$ cat src/rtl/mult_rr_arbiter.sv
// ---------------------------------------------------------------------------
// mult_rr_arbiter
//
// Round-robin front end that lets NUM_REQ FDCT stage engines share one
// combinational multiplier (param_mult, instantiated outside this block).
// Each cycle at most one requester is granted. Its operands are steered to the
// multiplier, and the product is captured into a single registered response
// slot tagged with the requester index. A fresh product can replace the slot in
// the same cycle the consumer drains it, so throughput is one multiply per
// cycle while the consumer keeps resp_ready high.
//
// Ports
//   clk         clock, all state on posedge
//   reset       synchronous, active-high; clears slot and priority pointer
//   req_valid   [NUM_REQ]           requester i has an operand pair
//   req_ready   [NUM_REQ]           one-hot grant (or 0), combinational
//   req_a/req_b [NUM_REQ*WIDTH_IN]  operands, requester i at [i*WIDTH_IN +: WIDTH_IN]
//   mult_a/b    [WIDTH_IN]          operands to the shared multiplier (0 when idle)
//   mult_y      [WIDTH_OUT]         product from the shared multiplier
//   resp_valid  response slot holds a product
//   resp_ready  consumer takes the response this cycle
//   resp_y      [WIDTH_OUT]         registered product
//   resp_id     [ID_W]              requester that produced resp_y
// ---------------------------------------------------------------------------
module mult_rr_arbiter #(
  parameter int NUM_REQ   = 4,
  parameter int WIDTH_IN  = 8,
  parameter int WIDTH_OUT = 16,
  localparam int ID_W     = (NUM_REQ > 1) ? $clog2(NUM_REQ) : 1
) (
  input  logic                         clk,
  input  logic                         reset,
  input  logic [NUM_REQ-1:0]           req_valid,
  output logic [NUM_REQ-1:0]           req_ready,
  input  logic [NUM_REQ*WIDTH_IN-1:0]  req_a,
  input  logic [NUM_REQ*WIDTH_IN-1:0]  req_b,
  output logic [WIDTH_IN-1:0]          mult_a,
  output logic [WIDTH_IN-1:0]          mult_b,
  input  logic [WIDTH_OUT-1:0]         mult_y,
  output logic                         resp_valid,
  input  logic                         resp_ready,
  output logic [WIDTH_OUT-1:0]         resp_y,
  output logic [ID_W-1:0]              resp_id
);

  logic [ID_W-1:0]      ptr_r;
  logic                 resp_valid_r;
  logic [WIDTH_OUT-1:0] resp_y_r;
  logic [ID_W-1:0]      resp_id_r;

  logic                 can_acc_s;
  logic                 found_s;
  logic                 grant_s;
  logic [ID_W-1:0]      gnt_id_s;
  logic [ID_W:0]        sum_s;
  logic [ID_W-1:0]      idx_s;

  // The slot can take a new product when empty or being drained; never during reset.
  assign can_acc_s = ~reset & (~resp_valid_r | resp_ready);
  assign grant_s   = can_acc_s & found_s;

  // Round-robin search starting at ptr_r, wrapping modulo NUM_REQ.
  always_comb begin
    found_s  = 1'b0;
    gnt_id_s = '0;
    sum_s    = '0;
    idx_s    = '0;
    for (int k = 0; k < NUM_REQ; k++) begin
      sum_s = {1'b0, ptr_r} + (ID_W+1)'(k);
      if (sum_s >= (ID_W+1)'(NUM_REQ)) begin
        sum_s = sum_s - (ID_W+1)'(NUM_REQ);
      end else begin
        sum_s = sum_s;
      end
      idx_s = sum_s[ID_W-1:0];
      if (!found_s && req_valid[idx_s]) begin
        found_s  = 1'b1;
        gnt_id_s = idx_s;
      end else begin
        found_s  = found_s;
      end
    end
  end

  // One-hot ready and operand mux; operands are forced to zero when nothing is granted.
  always_comb begin
    req_ready = '0;
    mult_a    = '0;
    mult_b    = '0;
    for (int i = 0; i < NUM_REQ; i++) begin
      if (grant_s && (gnt_id_s == ID_W'(i))) begin
        req_ready[i] = 1'b1;
        mult_a       = req_a[i*WIDTH_IN +: WIDTH_IN];
        mult_b       = req_b[i*WIDTH_IN +: WIDTH_IN];
      end else begin
        req_ready[i] = 1'b0;
      end
    end
  end

  // Response slot and priority pointer; an accept wins over a plain drain so the slot never bubbles.
  always_ff @(posedge clk) begin
    if (reset) begin
      resp_valid_r <= 1'b0;
      resp_y_r     <= '0;
      resp_id_r    <= '0;
      ptr_r        <= '0;
    end else if (grant_s) begin
      resp_valid_r <= 1'b1;
      resp_y_r     <= mult_y;
      resp_id_r    <= gnt_id_s;
      if (gnt_id_s == ID_W'(NUM_REQ-1)) begin
        ptr_r <= '0;
      end else begin
        ptr_r <= gnt_id_s + ID_W'(1);
      end
    end else if (resp_valid_r && resp_ready) begin
      resp_valid_r <= 1'b0;
    end else begin
      resp_valid_r <= resp_valid_r;
    end
  end

  assign resp_valid = resp_valid_r;
  assign resp_y     = resp_y_r;
  assign resp_id    = resp_id_r;

endmodule
$ cat config.mk
export PLATFORM = sky130hd
export DESIGN_NAME = mult_rr_arbiter
export DESIGN_NICKNAME = d
export VERILOG_FILES = /design/src/rtl/mult_rr_arbiter.sv
export SDC_FILE = /design/constraint.sdc
export NUM_CORES = 1
export LEC_CHECK = 0
export ABC_AREA = 1
export BUFFER_PORTS_ARGS = -buffer_cell sky130_fd_sc_hd__buf_2
export CAP_MARGIN = 20
export CORE_AREA = 2 2 97 52
export DETAILED_ROUTE_END_ITERATION = 8
export DIE_AREA = 0 0 99 54
export PLACE_DENSITY = 0.85
export SYNTH_ARGS = -nofsm -noshare
export SYNTH_HDL_FRONTEND = slang
export SYNTH_SLANG_ARGS = --single-unit
$ cat constraint.sdc
create_clock -name clk -period 5.6 [get_ports clk]
set_input_delay 0.28 -clock clk [delete_from_list [all_inputs] [get_ports clk]]
set_output_delay 0.28 -clock clk [all_outputs]
set_load 0.02 [all_outputs]
# Yosys cells after proc, flatten, opt, wreduce, memory -nomap -nowiden
# Index checks and enable logic that the tools add are counted.
dict set report totals {
  rom_bits 0
  in_bits 87
  word_cells 76
  register_bits 21
  memories 0
  out_inout_bits 39
  mem_bits_rw 0
  latchBits 0
}
dict set report classes {
  n_reduce_logical 13
  multipliers 0
  magnitude_cmp 8
  eq_ne 3
  n_bitwise 5
  muxes 35
  add_sub_neg 8
  div 0
  shift 0
}
# op n
set op_table {}
lappend op_table {{two-way mux 8 bit} 8}
lappend op_table {{two-way mux 2 bit} 9}
lappend op_table {{two-way mux 1 bit} 14}
lappend op_table {{< comparator 2 x 3 -> 1 bit (second input constant)} 4}
lappend op_table {{greater-or-equal comparator 3 bit (second input constant)} 3}
lappend op_table {{binary-select mux 1 bit (select 2 bit)} 4}
lappend op_table {{logical AND 1 bit} 8}
lappend op_table {{subtractor 2 x 1 -> 2 bit (second input constant)} 4}
lappend op_table {{adder 2 x 2 -> 3 bit (second input constant)} 2}
lappend op_table {{== test 2 bit (second input constant)} 2}
lappend op_table {{adder 2 x 1 -> 3 bit (second input constant)} 1}
lappend op_table {{greater-or-equal comparator 2 x 3 -> 1 bit (second input constant)} 1}
lappend op_table {{logical NOT 1 bit} 3}
lappend op_table {{adder 2 x 1 -> 2 bit (second input constant)} 1}
lappend op_table {{bitwise AND 1 bit} 2}
lappend op_table {{== test 2 x 1 -> 1 bit (second input constant)} 1}
lappend op_table {{logical NOT 2 bit} 1}
lappend op_table {{NOT 1 bit} 2}
lappend op_table {{nonzero test 2 bit} 1}
lappend op_table {{OR 1 bit} 1}

# Longest topological paths before layout
# Gate-level depths: netlist of the first run.
dict set report depth {
  depth_word 20
  depth_mapped 20
  ltp_nobuf 17
}

# Least setup slack after synthesis of the first run
# OpenSTA, ideal clock, no wires.
dict set report synth_path {
  path_type {flip-flop to output port}
  start {reg ptr_r[0]}
  end {out mult_a[0]}
  t_arrival_ns 2.434
  slack_ns 2.886
  path_stages_with_launch 19
  n_path_buf 3
  path_cell_list {dfxtp_1 buf_6 inv_4 nand2_1 nand3_1 nand2_1 nor2_4 nand2_1 o211ai_1 nand2_1 inv_1 ha_1 clkbuf_1 buf_1 nand4_1 nand2_1 inv_2 nand2_1 nand2_1}
}
dict set report synth_via {
  elab_chain_cells 20
}
# element line
set synth_lines {}
lappend synth_lines {{from (decl)} 46} ;# logic [ID_W-1:0] ptr_r;
lappend synth_lines {{from (signal assigned)} 115} ;# ptr_r <= gnt_id_s + ID_W'(1);
lappend synth_lines {{parallel branches: the longest is 13 deep, another holds adder 2 x 1 -> 3 bit} --}
lappend synth_lines {{two-way mux 2 bit *} 76} ;# if (!found_s && req_valid[idx_s]) begin
lappend synth_lines {{via gnt_id_s[1]} 54} ;# logic [ID_W-1:0] gnt_id_s;
lappend synth_lines {{logical NOT 2 bit} 91} ;# if (grant_s && (gnt_id_s == ID_W'(i))) begin
lappend synth_lines {{logical AND 1 bit} 91}
lappend synth_lines {{two-way mux 8 bit (3 in series)} 91}
lappend synth_lines {{two-way mux 8 bit *} 91}
lappend synth_lines {{to (decl)} 37} ;# output logic [WIDTH_IN-1:0] mult_a,
# Mark *: on every way through the listed nets, which the timed path passes. The select of a mux whose other input is x is not followed.

# Worst setup path in the final report of the first run
dict set report layout_path {
  start {reg ptr_r[0]}
  end {out mult_b[2]}
}
dict set report layout_via {
  elab_chain_cells 20
}
# element line
set layout_lines {}
lappend layout_lines {{parallel branches: the longest is 19 deep, another holds adder 2 x 1 -> 3 bit} --}
lappend layout_lines {{two-way mux 8 bit *} 91}
lappend layout_lines {{to (decl)} 38} ;# output logic [WIDTH_IN-1:0] mult_b,
# Every way passes the cells marked *. The select of a mux whose other input is x is not followed.

==> impl_metrics.toml, run 1 <==
[synth]
synth-edff-count = 0
synth_top_area_share_pct = 23.8
yosysMostFrequentCell = "nand2_1"
syn_nets = 462
ys_async_sr_fraction_pct = 0
synth.avg_cell_area_sq_um = 5.57
ys_warn_count = 0
synth_ff_type = "dfxtp_1"
ys_ff_latch = 21
netlist_instances = 371
synth_top_area_cell = "nand2_1"
synth_common_cells = "nand2_1, inv_1, nand4_1"
synth_seq_area_share_pct = 20.3
ys_types = 24
synth.area.top_cells = "nand2_1, dfxtp_1, nand4_1"
synth_area_sq_um = 2070

[sta]
max_slew_margin_pct = 27.9
timing.fmax_ghz = 0.252
finalCritPeriodShare_pct = 70.7
final_max_slew_viol_count = 0
min_period_ns = 3.96
setup_viol = 0
fin_skew_ns = 0.00346
worstMarginPinSlew_ns = 1.08
hold_viol_final = 0
fin_setup_tns_ns = 0
grt_setup_unrepaired = "no"

[power]
p_leak_nw = 1.74
powerDensity_nw_per_um2 = 669
peakVddDrop_v = 0.000312

[die]
initial_core_util_pct = 44.8
dieArea_sq_um = 5350
rows = 18
die_h_um = 54
io-pin-count = 126
die_width_um = 99
coreArea_sq_um = 4620

[grt]
antenna_found_initial = 0
grt_max_degree = 54
track_usage_pct = 22.0
grt_pass1_vias = 2187
grt_pass1_wl_um = 9600
overflow = 0

[drt]
ant_nets = 0
via_count = 2673
drc_errors = 0
drt_wl_total_um = 6190
drt-vias-per-instance = 5.01
drtIter0Drc = 206
dr.pass1.iters = 6
post_drt_wl_per_cell_um = 11.6

[clock_tree]
clkTransAtPathRegs_ns = 0.07
cts_buffer_depth = 2
postCtsHoldBufs = 0
post_cts_buffers = 0
cts_buffers = 3
cts_resized = 0
cts_tree = "done"
cts.sinks = 21
h-tree-depth = 1
clock_latency_ns = 0.26
cts-root-buf = "clkbuf_8"

[placement]
hpwl_um = 4740
numPortBuffers = 125
routabilityCongestion = 0.918

[worst_setup_path]
crit_type = "reg -> out"
cpMostUsedCell = "nand2_1"
end_kind = "output pin"
required_ns = 5.32
path_cells = "inv_4, nand2_1, nand2_1, nand2_1, nand2_2, nor2_4, nand3_4, nand3_1, ha_1, nand3_4, nand3_1, nand2_1, nand2_1, buf_2"
critPathMaxFanout = 53
start_kind = "register"
cp_slowest_cell = "ha_1"
critPathMaxStageDelay_ns = 0.62
cp.arrival_ns = 3.68

[final_layout]
fillCellCount = 435
antenna_cells = 0
synthToLayoutAreaGrowth_pct = 30.3
fin_nets = 566
fin_util_pct = 58.3
drive_above_1_share_pct = 31.9

[run]
cap_violations = 0

[outcome]
run_status = "finished, final reports clean"

[worst_hold_path]
min_path_type = "in -> reg"
flip-flops by register name, summed over array words and instances, names as in the netlist:
signal      cells
ptr_r           2
resp_id         2
resp_valid      1
resp_y         16
path summary, 6_finish.rpt:
check / startpoint / end / slack [ns] / cells past startpoint
worst max-delay path: ptr_r[0] / mult_b[2] / 1.64 / 14
worst min-delay path: mult_y[6] / resp_y[6] / 0.21 / 3
worst max register to register: ptr_r[0] / ptr_r[0] / 2.83 / 11
worst min register to register: resp_y[3] / resp_y[3] / 0.46 / 2
stage by stage:
step           setup slack (ns)  instance area (sq um)  total power, W  hold WS, ns  instances
2_1_floorplan              2.89                   2070         0.00135        0.349        371
3_3_place_gp               2.14                   2630         0.00166        0.450        529
3_5_place_dp               2.01                   2630         0.00168        0.458        529
4_1_cts                    1.70                   2670         0.00178        0.207        533
5_1_grt                    1.28                   2690         0.00199        0.205        534
6_report                   1.64                   2690         0.00180        0.207        534
where the power goes:
part	total (W)	switching, W	internal (W)
logic	0.00147	0.00102	0.000449
registers	0.000228	0.0000330	0.000195
clock network	0.0000993	0.0000485	0.0000508
critical path, delay by kind of cell (launching register included):
kind          cells  cell delay [ns]
buf+inv           2             0.24
flops             1             0.54
simple gates     11             2.01
fa+ha+maj         1             0.62
kinds of logic after synthesis:
group	after synthesis	synth area share, %
and+or+nand+nor	248	56.6
buffers and inverters	92	18.9
adders and majority gates	4	2.42
DFF	21	20.3
AOI/OAI and AO/OA	6	1.70
placed cells by master (no fill, tap or decap):
cell type  synthesis  layout
inv_1             51      51
o211ai_1           1       1
nor2_1            19      19
o21a_1             1       1
buf_12             0       1
nand3_2            1       1
nand4_1           50      50
nor2_4             1       2
and2_1             1       1
nand2_2            2       2
ha_1               4       4
nand3_1           39      39
inv_2             13      13
inv_4              1       1
clkbuf_8           0       3
nand3_4            3       3
nand2_1          131     131
a21oi_1            2       2
dfxtp_1           21      21
clkbuf_1          12       1
buf_2              8     125
o21ai_0            2       2
per-layer routing:
layer	part of all wire (%)	vias up	GRT usage, %
met5	0	-	0
met4	0.36	0	3.20
met3	9.2	5	5.19
met2	42	128	34.3
met1	48	1156	31.6
li1	-	1384	-
area by class of cell:
cell class,count,area (sq um),share of cell area [%]
clock buffers,4,45.0,1.67
inverters,65,246,9.15
multi-input cells,258,1260,46.8
flip-flops and latches,21,420,15.6
well taps,60,75.1,2.79
repair buffers,126,646,24.0
Power figures use the tool's default switching activity.
==> run 2: changes to the inputs <==
Settings changed: CORE_AREA 2 2 97 52 to 2 2 100 54, DIE_AREA 0 0 99 54 to 0 0 102 56, PLACE_DENSITY 0.85 to 0.8.
Clock period 5.6 ns to 3.9 ns, I/O delays scaled along.
==> impl_metrics.toml, run 2 (synthesis gave the netlist of run 1 again) <==
[worst_setup_path]
start_kind = "register"
critPathMaxFanout = 17
cp.arrival_ns = 3.28
critPathMaxStageDelay_ns = 0.56
cp_slowest_cell = "ha_1"
required_ns = 3.70
end_kind = "output pin"
path_cells = "inv_4, nand2_1, nand2_1, nand2_1, nand2_2, nor2_4, nand2_1, o211ai_1, nand2_1, inv_1, ha_1, nand3_4, nand3_1, nand2_1, nand2_1, buf_2"
cpMostUsedCell = "nand2_1"
crit_type = "reg -> out"

[power]
p_leak_nw = 1.75
peakVddDrop_v = 0.000427
powerDensity_nw_per_um2 = 961

[clock_tree]
postCtsHoldBufs = 0
cts_buffer_depth = 2
cts.sinks = 21
h-tree-depth = 1
clock_latency_ns = 0.26
cts_tree = "done"
cts_resized = 0
cts-root-buf = "clkbuf_8"
post_cts_buffers = 0
cts_buffers = 3
clkTransAtPathRegs_ns = 0.08

[placement]
placed_cells = 542
numPortBuffers = 125
routabilityCongestion = 0.844
hpwl_um = 4890

[sta]
worstMarginPinSlew_ns = 0.716
grt_setup_unrepaired = "no"
timing.fmax_ghz = 0.288
fin_setup_tns_ns = 0
min_period_ns = 3.48
fin_skew_ns = 0.00700
finalCritPeriodShare_pct = 89.1
max_slew_margin_pct = 52.1
final_max_slew_viol_count = 0
setup_viol = 0
hold_viol_final = 0

[drt]
drtIter0Drc = 117
post_drt_wl_per_cell_um = 11.4
drt_wl_total_um = 6240
dr.pass1.iters = 4
drc_errors = 0
ant_nets = 0
drt-vias-per-instance = 4.85
via_count = 2648

[final_layout]
largest_register_ffs = 16
multi_input_area_sq_um = 1260
instances_no_fill = 546
drive_above_1_share_pct = 32.4
regArea_sq_um = 420
fin_nets = 568
antenna_cells = 0
fin_util_pct = 56.7
layout_common_cells = "nand2_1, buf_2, inv_1, nand4_1, nand3_1"
final_common_cell = "nand2_1"
synthToLayoutAreaGrowth_pct = 31.1
fillCellCount = 514

[die]
io-pin-count = 126
initial_core_util_pct = 43.3
die_h_um = 56
die_width_um = 102
coreArea_sq_um = 4770
rows = 18
dieArea_sq_um = 5710

[grt]
grt_pass1_vias = 2401
grt_pass1_wl_um = 10400
overflow = 0
track_usage_pct = 21.4
grt_max_degree = 53
antenna_found_initial = 0

[worst_hold_path]
min_path_type = "in -> reg"

[run]
cap_violations = 0

[outcome]
run_status = "finished, final reports clean"
-- run 2: changes by cell type in the layout (fill, tap and decap cells not counted) --
cell / previous run / this run
clkinv_2: 0 / 1
buf_4: 0 / 3
buf_12: 1 / 0
clkbuf_1: 1 / 0
-- run 2: area by class of cell --
| type | instances | area share, % |
|---|---|---|
| clock buffer | 3 | 1.52 |
| clock inverter | 1 | 0.185 |
| inverter | 65 | 9.10 |
| multi-input combinational | 258 | 46.5 |
| sequential | 21 | 15.5 |
| tap | 70 | 3.23 |
| timing repair buffer | 128 | 23.9 |
-- run 2: path summary, 6_finish.rpt --
check | from | to | slack (ns) | depth (start not counted)
setup / recovery | ptr_r[0] | mult_a[2] | 0.42 | 16
hold / removal | mult_y[9] | resp_y[9] | 0.12 | 3
setup reg to reg | ptr_r[0] | resp_id[0] | 1.23 | 12
hold reg to reg | resp_y[10] | resp_y[10] | 0.46 | 2
-- run 2: worst max-delay path: cells and delay by family (launching register included) --
family          cells  cell delay, ns
buf+inv             3            0.34
flops               1            0.52
fa+ha+maj           1            0.56
compound gates      1            0.23
simple gates       11            1.36
-- run 2: stage by stage --
| step | setup WS [ns] | area, sq um | power, W | hold slack [ns] |
|---|---|---|---|---|
| finish | 0.423 | 2710 | 0.00260 | 0.124 |
| global route | 0.0966 | 2710 | 0.00286 | 0.132 |
| CTS | 0.431 | 2710 | 0.00261 | 0.120 |
| detailed placement | 0.724 | 2660 | 0.00246 | 0.396 |
| global placement | 0.928 | 2660 | 0.00241 | 0.389 |
| floorplan | 1.27 | 2070 | 0.00194 | 0.264 |
-- run 2: routing by layer --
layer	up-vias	track usage (%)	wire length [um]
met4	0	1.52	13
met3	2	3.52	512
met1	1154	33.0	3120
met5	-	0	0
li1	1388	-	-
met2	104	32.3	2590
-- run 2: power by group --
part / internal (W) / total, W / switching, W
combinational: 0.000657 / 0.00214 / 0.00148
sequential: 0.000280 / 0.000326 / 0.0000460
clock: 0.0000711 / 0.000141 / 0.0000697
==> run 3: changes to the inputs <==
Settings changed: CORE_AREA 2 2 100 54 to 2 2 97 52, DIE_AREA 0 0 102 56 to 0 0 99 54, PLACE_DENSITY 0.8 to 0.85, SLEW_MARGIN set to 10.
Clock period 3.9 ns to 4.3 ns, I/O delays scaled along.
==> impl_metrics.toml, run 3 (synthesis gave the netlist of run 1 again) <==
[power]
power_w = 0.00242
p_leak_nw = 1.75
powerDensity_nw_per_um2 = 893
peakVddDrop_v = 0.000454

[clock_tree]
cts_resized = 0
cts_buffers = 3
cts_buffer_depth = 2
h-tree-depth = 1
cts.sinks = 21
cts-root-buf = "clkbuf_8"
post_cts_buffers = 0
postCtsHoldBufs = 0
clkTransAtPathRegs_ns = 0.07
clock_latency_ns = 0.25
cts_tree = "done"

[final_layout]
fin_nets = 568
multi_input_area_sq_um = 1260
fillCellCount = 468
regArea_sq_um = 420
instances_no_fill = 536
antenna_cells = 0
final_common_cell = "nand2_1"
layout_common_cells = "nand2_1, buf_2, inv_1, nand4_1, nand3_1"
drive_above_1_share_pct = 32.1
final_area_sq_um = 2720
synthToLayoutAreaGrowth_pct = 31.4
largest_register_ffs = 16

[worst_setup_path]
start_kind = "register"
crit_type = "reg -> out"
cp.arrival_ns = 3.30
required_ns = 4.09
end_kind = "output pin"
critPathMaxFanout = 17

[sta]
setup_viol = 0
fin_skew_ns = 0.000940
timing.fmax_ghz = 0.284
grt_setup_unrepaired = "no"
min_period_ns = 3.52
final_max_slew_viol_count = 0
hold_viol_final = 0
max_slew_margin_pct = 52.9
worstMarginPinSlew_ns = 0.706
finalCritPeriodShare_pct = 81.8
fin_setup_tns_ns = 0

[die]
rows = 18
die_width_um = 99
io-pin-count = 126
dieArea_sq_um = 5350
die_h_um = 54
coreArea_sq_um = 4620
initial_core_util_pct = 44.8

[outcome]
run_status = "finished, final reports clean"

[placement]
hpwl_um = 4700
place_area_sq_um = 2640
placed_cells = 531
routabilityCongestion = 0.847
numPortBuffers = 125

[drt]
drc_errors = 0
ant_nets = 0
drt_wl_total_um = 6080
dr.pass1.iters = 4
drt-vias-per-instance = 4.98
post_drt_wl_per_cell_um = 11.3
via_count = 2669
drtIter0Drc = 144

[grt]
grt_max_degree = 53
overflow = 0
track_usage_pct = 21.8
grt_pass1_vias = 2258
grt_pass1_wl_um = 9670
antenna_found_initial = 0

[run]
cap_violations = 0

[worst_hold_path]
min_path_type = "in -> reg"
run 3: cell types whose count changed in the layout (fill, tap and decap cells not counted):
cell,before,now
buf_4,3,2
buf_16,0,1
clkbuf_1,0,1
clkinv_2,1,0
run 3: cell type report:
class / instances / share of cell area [%]
Multi-Input combinational cell: 258 / 46.4
Timing Repair Buffer: 128 / 24.6
Sequential cell: 21 / 15.5
Inverter: 65 / 9.08
Tap cell: 60 / 2.76
Clock buffer: 4 / 1.66
run 3: metal layers:
layer	up-vias	part of all wire [%]	wire length, um	global-route usage (%)
met5	-	0	0	0
li1	1390	-	-	-
met1	1176	49	2970	30.6
met2	101	41	2520	35.2
met3	2	9.4	569	5.32
met4	0	0.28	17	2.51
run 3: final timing paths:
kind | startpoint | endpoint | slack (ns) | cells after the start
setup / recovery | ptr_r[0] | mult_b[2] | 0.78 | 16
hold / removal | mult_y[14] | resp_y[14] | 0.15 | 3
setup reg to reg | ptr_r[0] | resp_id[0] | 1.64 | 11
hold reg to reg | resp_y[3] | resp_y[3] | 0.47 | 2
run 3: stage by stage:
step | hold slack, ns | utilization (%) | setup slack [ns]
2_1_floorplan | 0.284 | - | 1.65
6_report | 0.148 | 58.8 | 0.781
4_1_cts | 0.145 | 58.2 | 0.747
3_3_place_gp | 0.408 | 57.2 | 1.15
3_5_place_dp | 0.416 | 57.2 | 1.06
5_1_grt | 0.151 | 58.8 | 0.482
run 3: power breakdown:
group / total, W / switching, W / internal (W)
Combinational: 0.00200 / 0.00135 / 0.000654
Sequential: 0.000295 / 0.0000415 / 0.000254
Clock: 0.000125 / 0.0000592 / 0.0000659
Total: 0.00242 / 0.00145 / 0.000974
run 3: critical path: stages, from the launching register on:
cell and delay [ns]:
dfxtp_1 0.53, inv_4 0.09, nand2_1 0.08, nand2_1 0.09, nand2_1 0.09, nand2_2 0.08, nor2_4 0.14, nand2_1 0.10
o211ai_1 0.21, nand2_1 0.13, inv_1 0.10, ha_1 0.58, nand3_4 0.34, nand3_1 0.18, nand2_1 0.08, nand2_1 0.06
buf_2 0.15
